File: config.mk
export PLATFORM = sky130hd
export DESIGN_NAME = spi_scheduler
export DESIGN_NICKNAME = d
export VERILOG_FILES = /design/src/rtl/spi_pkg.sv /design/src/rtl/rr_arbiter.sv /design/src/rtl/spi_scheduler.sv
export SDC_FILE = /design/constraint.sdc
export NUM_CORES = 1
export LEC_CHECK = 0
export BUFFER_PORTS_ARGS = -buffer_cell sky130_fd_sc_hd__buf_2
export CAP_MARGIN = 40
export CORE_MARGIN = 3
export CORE_UTILIZATION = 25
export CTS_BUF_LIST = sky130_fd_sc_hd__clkbuf_4
export DETAILED_ROUTE_END_ITERATION = 10
export GPL_TIMING_DRIVEN = 0
export PLACE_DENSITY = 0.44
export SLEW_MARGIN = 15
export SYNTH_ARGS = -nofsm -noshare
export SYNTH_HDL_FRONTEND = slang
export SYNTH_SLANG_ARGS = --single-unit
File: constraint.sdc
create_clock -name clk -period 4.1 [get_ports clk]
set_input_delay 0.82 -clock clk [delete_from_list [all_inputs] [get_ports clk]]
set_output_delay 0.82 -clock clk [all_outputs]
set_load 0.1 [all_outputs]
File: src/rtl/spi_pkg.sv
// Shared definitions for the SPI request scheduler: word width, timeout default, FSM states.
package spi_pkg;

  localparam int unsigned WordW = 32;
  localparam logic [15:0] TimeoutDefault = 16'hFFFF;

  typedef enum logic [2:0] {
    StIdle,
    StArb,
    StTrig,
    StWaitLo,
    StWaitHi,
    StDone,
    StErr
  } state_e;

endpackage

File: src/rtl/rr_arbiter.sv
// Round-robin selector: picks the first asserted request at or after ptr+1 (mod NREQ).
module rr_arbiter #(
  parameter int unsigned NREQ = 4,
  parameter int unsigned IdxW = (NREQ > 1) ? $clog2(NREQ) : 1
) (
  input  logic [NREQ-1:0] req_i,
  input  logic [IdxW-1:0] ptr_i,
  output logic [NREQ-1:0] gnt_o,
  output logic [IdxW-1:0] idx_o,
  output logic            valid_o
);

  // Scan NREQ positions starting just after the last winner; first hit wins.
  always_comb begin
    int unsigned j;
    logic [IdxW-1:0] jj;
    gnt_o   = '0;
    idx_o   = '0;
    valid_o = 1'b0;
    j       = 0;
    jj      = '0;
    for (int unsigned k = 1; k <= NREQ; k++) begin
      j  = (32'(ptr_i) + k) % NREQ;
      jj = IdxW'(j);
      if (!valid_o && req_i[jj]) begin
        gnt_o[jj] = 1'b1;
        idx_o     = jj;
        valid_o   = 1'b1;
      end
    end
  end

endmodule

File: src/rtl/spi_scheduler.sv
// Shares one SPI master among NREQ requesters: round-robin grant, trigger strobe,
// slave-select handshake with timeout, and per-requester completion pulses.
module spi_scheduler
  import spi_pkg::*;
#(
  parameter int unsigned NREQ     = 4,
  parameter int unsigned TRIG_CYC = 4,
  parameter logic [15:0] TIMEOUT  = TimeoutDefault
) (
  input  logic                  clk,
  input  logic                  reset,
  input  logic                  en,
  input  logic [NREQ-1:0]       req,
  input  logic [WordW*NREQ-1:0] req_data,
  output logic [NREQ-1:0]       gnt,
  output logic [NREQ-1:0]       done,
  output logic                  err,
  output logic [WordW-1:0]      rx_data,
  output logic                  spi_en,
  output logic                  spi_trig,
  output logic [WordW-1:0]      spi_data32,
  input  logic                  spi_ssel,
  input  logic [WordW-1:0]      spi_rx_data
);

  localparam int unsigned IdxW = (NREQ > 1) ? $clog2(NREQ) : 1;

  state_e            state_q, state_d;
  logic [IdxW-1:0]   ptr_q, ptr_d;
  logic [IdxW-1:0]   idx_q, idx_d;
  logic [NREQ-1:0]   gnt_oh_q, gnt_oh_d;
  logic [WordW-1:0]  data_q, data_d;
  logic [WordW-1:0]  rx_q, rx_d;
  logic [15:0]       wait_cnt_q, wait_cnt_d;
  logic [15:0]       trig_cnt_q, trig_cnt_d;
  logic              spi_en_q, spi_en_d;

  logic [NREQ-1:0]   arb_gnt;
  logic [IdxW-1:0]   arb_idx;
  logic              arb_valid;
  logic [WordW-1:0]  words [NREQ];

  for (genvar i = 0; i < NREQ; i++) begin : g_words
    assign words[i] = req_data[i*WordW +: WordW];
  end

  rr_arbiter #(
    .NREQ (NREQ),
    .IdxW (IdxW)
  ) u_rr_arbiter (
    .req_i   (req),
    .ptr_i   (ptr_q),
    .gnt_o   (arb_gnt),
    .idx_o   (arb_idx),
    .valid_o (arb_valid)
  );

  // Next-state logic; en low overrides everything and returns to idle with the master disabled.
  always_comb begin
    state_d    = state_q;
    ptr_d      = ptr_q;
    idx_d      = idx_q;
    gnt_oh_d   = gnt_oh_q;
    data_d     = data_q;
    rx_d       = rx_q;
    wait_cnt_d = wait_cnt_q;
    trig_cnt_d = trig_cnt_q;
    spi_en_d   = spi_en_q;
    if (!en) begin
      state_d  = StIdle;
      spi_en_d = 1'b0;
    end else begin
      unique case (state_q)
        StIdle: begin
          if (|req) begin
            state_d  = StArb;
            spi_en_d = 1'b1;
          end
        end
        StArb: begin
          // Requests may vanish between IDLE and ARB; fall back rather than grant nobody.
          if (arb_valid) begin
            idx_d      = arb_idx;
            gnt_oh_d   = arb_gnt;
            data_d     = words[arb_idx];
            trig_cnt_d = '0;
            state_d    = StTrig;
          end else begin
            state_d = StIdle;
          end
        end
        StTrig: begin
          if (trig_cnt_q == 16'(TRIG_CYC - 1)) begin
            wait_cnt_d = '0;
            state_d    = StWaitLo;
          end else begin
            trig_cnt_d = trig_cnt_q + 16'd1;
          end
        end
        StWaitLo: begin
          if (!spi_ssel) begin
            wait_cnt_d = '0;
            state_d    = StWaitHi;
          end else begin
            wait_cnt_d = wait_cnt_q + 16'd1;
            if (wait_cnt_d == TIMEOUT) state_d = StErr;
          end
        end
        StWaitHi: begin
          // Capture on the way into DONE so rx_data is valid alongside the done pulse.
          if (spi_ssel) begin
            rx_d    = spi_rx_data;
            state_d = StDone;
          end else begin
            wait_cnt_d = wait_cnt_q + 16'd1;
            if (wait_cnt_d == TIMEOUT) state_d = StErr;
          end
        end
        StDone: begin
          ptr_d   = idx_q;
          state_d = StIdle;
        end
        StErr: begin
          ptr_d   = idx_q;
          state_d = StIdle;
        end
        default: state_d = StIdle;
      endcase
    end
  end

  // State and datapath registers.
  always_ff @(posedge clk or posedge reset) begin
    if (reset) begin
      state_q    <= StIdle;
      ptr_q      <= IdxW'(NREQ - 1);
      idx_q      <= '0;
      gnt_oh_q   <= '0;
      data_q     <= '0;
      rx_q       <= '0;
      wait_cnt_q <= '0;
      trig_cnt_q <= '0;
      spi_en_q   <= 1'b0;
    end else begin
      state_q    <= state_d;
      ptr_q      <= ptr_d;
      idx_q      <= idx_d;
      gnt_oh_q   <= gnt_oh_d;
      data_q     <= data_d;
      rx_q       <= rx_d;
      wait_cnt_q <= wait_cnt_d;
      trig_cnt_q <= trig_cnt_d;
      spi_en_q   <= spi_en_d;
    end
  end

  // Outputs decoded from the registered state so reset clears them immediately.
  always_comb begin
    gnt  = '0;
    done = '0;
    unique case (state_q)
      StArb:                              gnt = arb_gnt;
      StTrig, StWaitLo, StWaitHi:         gnt = gnt_oh_q;
      StDone, StErr: begin
        gnt  = gnt_oh_q;
        done = gnt_oh_q;
      end
      default: gnt = '0;
    endcase
  end

  assign err        = (state_q == StErr);
  assign spi_trig   = (state_q == StTrig);
  assign spi_en     = spi_en_q;
  assign rx_data    = rx_q;
  assign spi_data32 = data_q;

endmodule

==> run_results.csv <==
group,metric,value,unit
status,run_status,"completed",
floorplan,row_count,57,
yosys,netlist_top_cells_count,"106 x dfrtp_1, 74 x nand2_1, 70 x mux2i_1, 38 x mux2_2, 29 x nor2_1",
route,drc_marker_count_from_the_first_detailed_route_iteration,292,
worst_setup_path,ff2ff_path_depth,10,
worst_setup_path,cp_max_fo,13,
floorplan,die_height,165,um
layout,post_route_cells_drive_above_1_share,39.4,%
worst_setup_path,ff2ff_setup_slack,1.18,ns
flow_run,maxCapViolations,0,
power,p_per_area,612,mW/mm^2
worst_setup_path,critical_path.endpoint,"gnt[1]",
yosys,synthDominantCellAreaShare,41.9,%
route,drt-vias-per-instance,4.76,
yosys,netlist_area,0.00633,sq mm
floorplan,io_pins,243,
layout,nets,1036,
route,postRouteWirelength,20.4,mm
cts,cts_made_buffers,9,
cts,holdBufCountCts,0,
route,drcViolationCount,0,
worst_setup_path,cp_data_required_time,3.28,ns
yosys,yosys.area.top_type,"dfrtp_1",
sta,post_route_skew,0.0238,ns
worst_setup_path,r2r-start,"ptr_q[1]$_DFFE_PP1P_",
worst_setup_path,timing.critical_path.from_type,"flop",
grt,met1_track_demand_over_resource,20.0,%
cts,maximum_clock_insertion_buffer_count,2,
layout,flow.area_growth_from_synthesis,28.8,%
sta,setup-violations-final,0,
sta,actual_transition_at_the_worst_max_transition_pin,0.843,ns
grt,grt_util_met3,3.49,%
yosys,synth-warning-count,0,
cts,tritoncts,"built",
yosys,post_synth_inst_count,602,
sta,whs,0.365,ns
power,leakage,4.05,nW
sta,max_freq,255,MHz
yosys,ys_dominant_reg_cell,"dfrtp_1",
sta,layout_worst_path_cycle_share,95.6,%
grt,grt_antenna_before_repair,1,
cts,cts.reportedPaths.clkPinSlew,0.19,ns
yosys,mean_syn_cell_area,10.5,sq um
worst_setup_path,ff_to_ff_end,"spi_data32[15]$_DFFE_PP0P_",
power,max-vdd-ir-drop,0.000382,V
route,num_vias,5645,
cts,numClockSinks,108,
floorplan,die_width,165,um
worst_setup_path,timing.critical_path.arrival,3.10,ns
place,port-buffer-count,241,
floorplan,fp.dieArea,0.0272,sq mm
cts,worstSkewPairLatency,0.48,ns
place,dpl_cell_area,0.00797,sq mm
yosys,yosys_register_bits,108,
power,overall_power,4.99,mW
yosys,synth_async_sr_flop_share,100,%
grt,globalRouteOverflowTotal,0,
yosys,synth-edff-count,0,
floorplan,fp.coreArea,0.0246,sq mm
place,place.detailed.hpwl,15.8,mm
worst_setup_path,startpoint,"ptr_q[1]$_DFFE_PP1P_",
grt,grt_start_max_net_pins,57,
layout,finalInstanceArea,0.00815,sq mm
route,avgRoutedWirePerCell,17.2,um
yosys,main_area_contributors_after_synthesis,"dfrtp_1 42%, mux2i_1 11%, mux2_2 6.8%",
sta,timing_max_transition_violations_final,0,
cts,cts_htree_levels,3,
yosys,yosys.cell_count.top_type,"dfrtp_1",
worst_setup_path,slowest_stage,"dfstp_2",
worst_setup_path,timing_worst_setup_path_type,"reg -> out",
worst_setup_path,list_of_cells_traversed_by_the_critical_path,"buf_6 > clkinvlp_4 > ha_4 > and3b_1 > o21ai_0 > a21oi_1 > a222oi_1 > nand2_1 > a22o_1 > buf_4",
grt,total_grt_usage,14.4,%
layout,n_fill_cell,2602,
route,drtPass1Iterations,5,
worst_setup_path,crit_path_end_kind,"output port",
place,pre_cts_slack,0.0314,ns
cts,cts_root_buf,"clkbuf_4",
sta,timing_hold_violations_final,0,
grt,grt_pass1_vias,5432,
worst_hold_path,hp-class,"in -> async",
sta,max-slew-margin-rel,43.3,%
place,weighted_congestion_at_the_end_of_routability_driven_global_placement,0.781,
place,dp_cells,1168,
yosys,synthDistinctLibCells,66,
sta,period_needed,3.92,ns
route,drtAntennaViolNets,0,
grt,grt_most_used_layer,"met2",
yosys,syn-num-nets,781,
layout,layout_cells_excl_fill,1187,
sta,layout_setup_ws,0.179,ns
worst_setup_path,slowest_delay,0.61,ns
floorplan,initial_core_utilization,25.7,%
grt,globalRouteMet2Util,22.2,%
grt,first_pass_grt_wire_length,30.7,mm
yosys,yosysSeqAreaShare,42.8,%
==> flip-flops by register name, summed over array words and instances (netlist names) <==
| signal | cells |
|---|---|
| gnt_oh_q | 4 |
| spi_en | 1 |
| spi_data32 | 32 |
| state_q | 3 |
| ptr_q | 2 |
| idx_q | 2 |
| rx_data | 32 |
| wait_cnt_q | 16 |
| trig_cnt_q | 16 |
==> timing repair <==
item,4_1_cts,5_1_grt
setup buffers,1,2
endpoints found under the hold margin,0,0
endpoints found under the setup margin,4,2
resized for setup,7,2
pin swaps,0,1
gates cloned,0,0
==> stage by stage <==
| stage | utilization, % | setup TNS, ns |
|---|---|---|
| after floorplan | - | 0 |
| after global placement | 32.3 | -133.78 |
| after detailed placement | 32.4 | 0 |
| after CTS | 33.0 | 0 |
| after global routing | 33.1 | -0.000882 |
| final | 33.1 | 0 |
==> final cells by class <==
class	instances	area (sq um)	share of cell area, %
Antenna cell	2	5.00	0.0614
Buffer	39	259	3.18
Clock buffer	9	67.6	0.829
Clock inverter	6	60.1	0.737
Inverter	11	52.6	0.645
Multi-Input combinational cell	443	3330	40.9
Sequential cell	108	2710	33.2
Tap cell	324	405	4.97
Timing Repair Buffer	245	1270	15.5
==> cell families (layout without fill, tap and decap cells) <==
group,after synthesis,in the layout,synth area share (%)
AND/OR/NAND/NOR,194,194,15.9
AO/OA/AOI/OAI,109,109,13.4
multiplexers,109,109,18.2
flip-flops,108,108,42.8
buffers and inverters,51,310,4.81
XOR/XNOR,20,20,2.77
adder cells (fa/ha/maj),11,11,2.18
other,0,2,0
==> layout by cell type (no fill, tap or decap), drive strengths merged, types with 3 or more instances in the layout <==
cell    netlist  routed
a21o          3       3
a21oi        10      10
a222oi        4       4
a22o          4       4
and3         10      10
and3b         3       3
buf          18     263
clkbuf       22      30
clkinv        2       5
dfrtp       106     106
ha           11      11
inv           9      11
mux2         38      38
mux2i        70      70
nand2        74      74
nand2b        4       4
nand3        14      14
nand4         7       7
nor2         29      29
nor2b         7       7
nor3          5       5
nor3b         8       8
nor4         16      16
nor4b         4       4
o21ai        28      28
o221ai       30      30
o31ai         7       7
xnor2        17      17
xor2          3       3
==> power breakdown <==
part	switching, mW	leakage [nW]	internal [mW]
registers	0.162	1.42	1.33
logic	2.30	2.56	0.663
clock network	0.403	0.0697	0.135
total	2.86	4.05	2.12
==> critical path: cells and delay by family, from the launching register on <==
family | cells | cell delay (ns)
and+or+nand+nor | 2 | 0.31
adders and majority gates | 1 | 0.28
DFF | 1 | 0.61
AOI/OAI and AO/OA | 4 | 0.92
buffers and inverters | 3 | 0.51
==> worst min path at each step <==
stage                                from                         end  slack [ns]  cells past startpoint
6_report                            reset     rx_data[15]$_DFFE_PP0P_        0.37                      2
2_1_floorplan        idx_q[0]$_DFFE_PP0P_        idx_q[0]$_DFFE_PP0P_        0.44                      2
4_1_cts                             reset      rx_data[0]$_DFFE_PP0P_        0.34                      2
5_1_grt                             reset     rx_data[15]$_DFFE_PP0P_        0.34                      2
3_3_place_gp   spi_data32[22]$_DFFE_PP0P_  spi_data32[22]$_DFFE_PP0P_        0.47                      2
3_5_place_dp   spi_data32[18]$_DFFE_PP0P_  spi_data32[18]$_DFFE_PP0P_        0.47                      2
==> per-layer routing <==
layer / vias to the layer above / share of wire (%)
met3: 27 / 4.6
li1: 2757 / -
met2: 142 / 48
met5: - / 0
met4: 0 / 2.0
met1: 2719 / 46
Power figures use the tool's default switching activity.
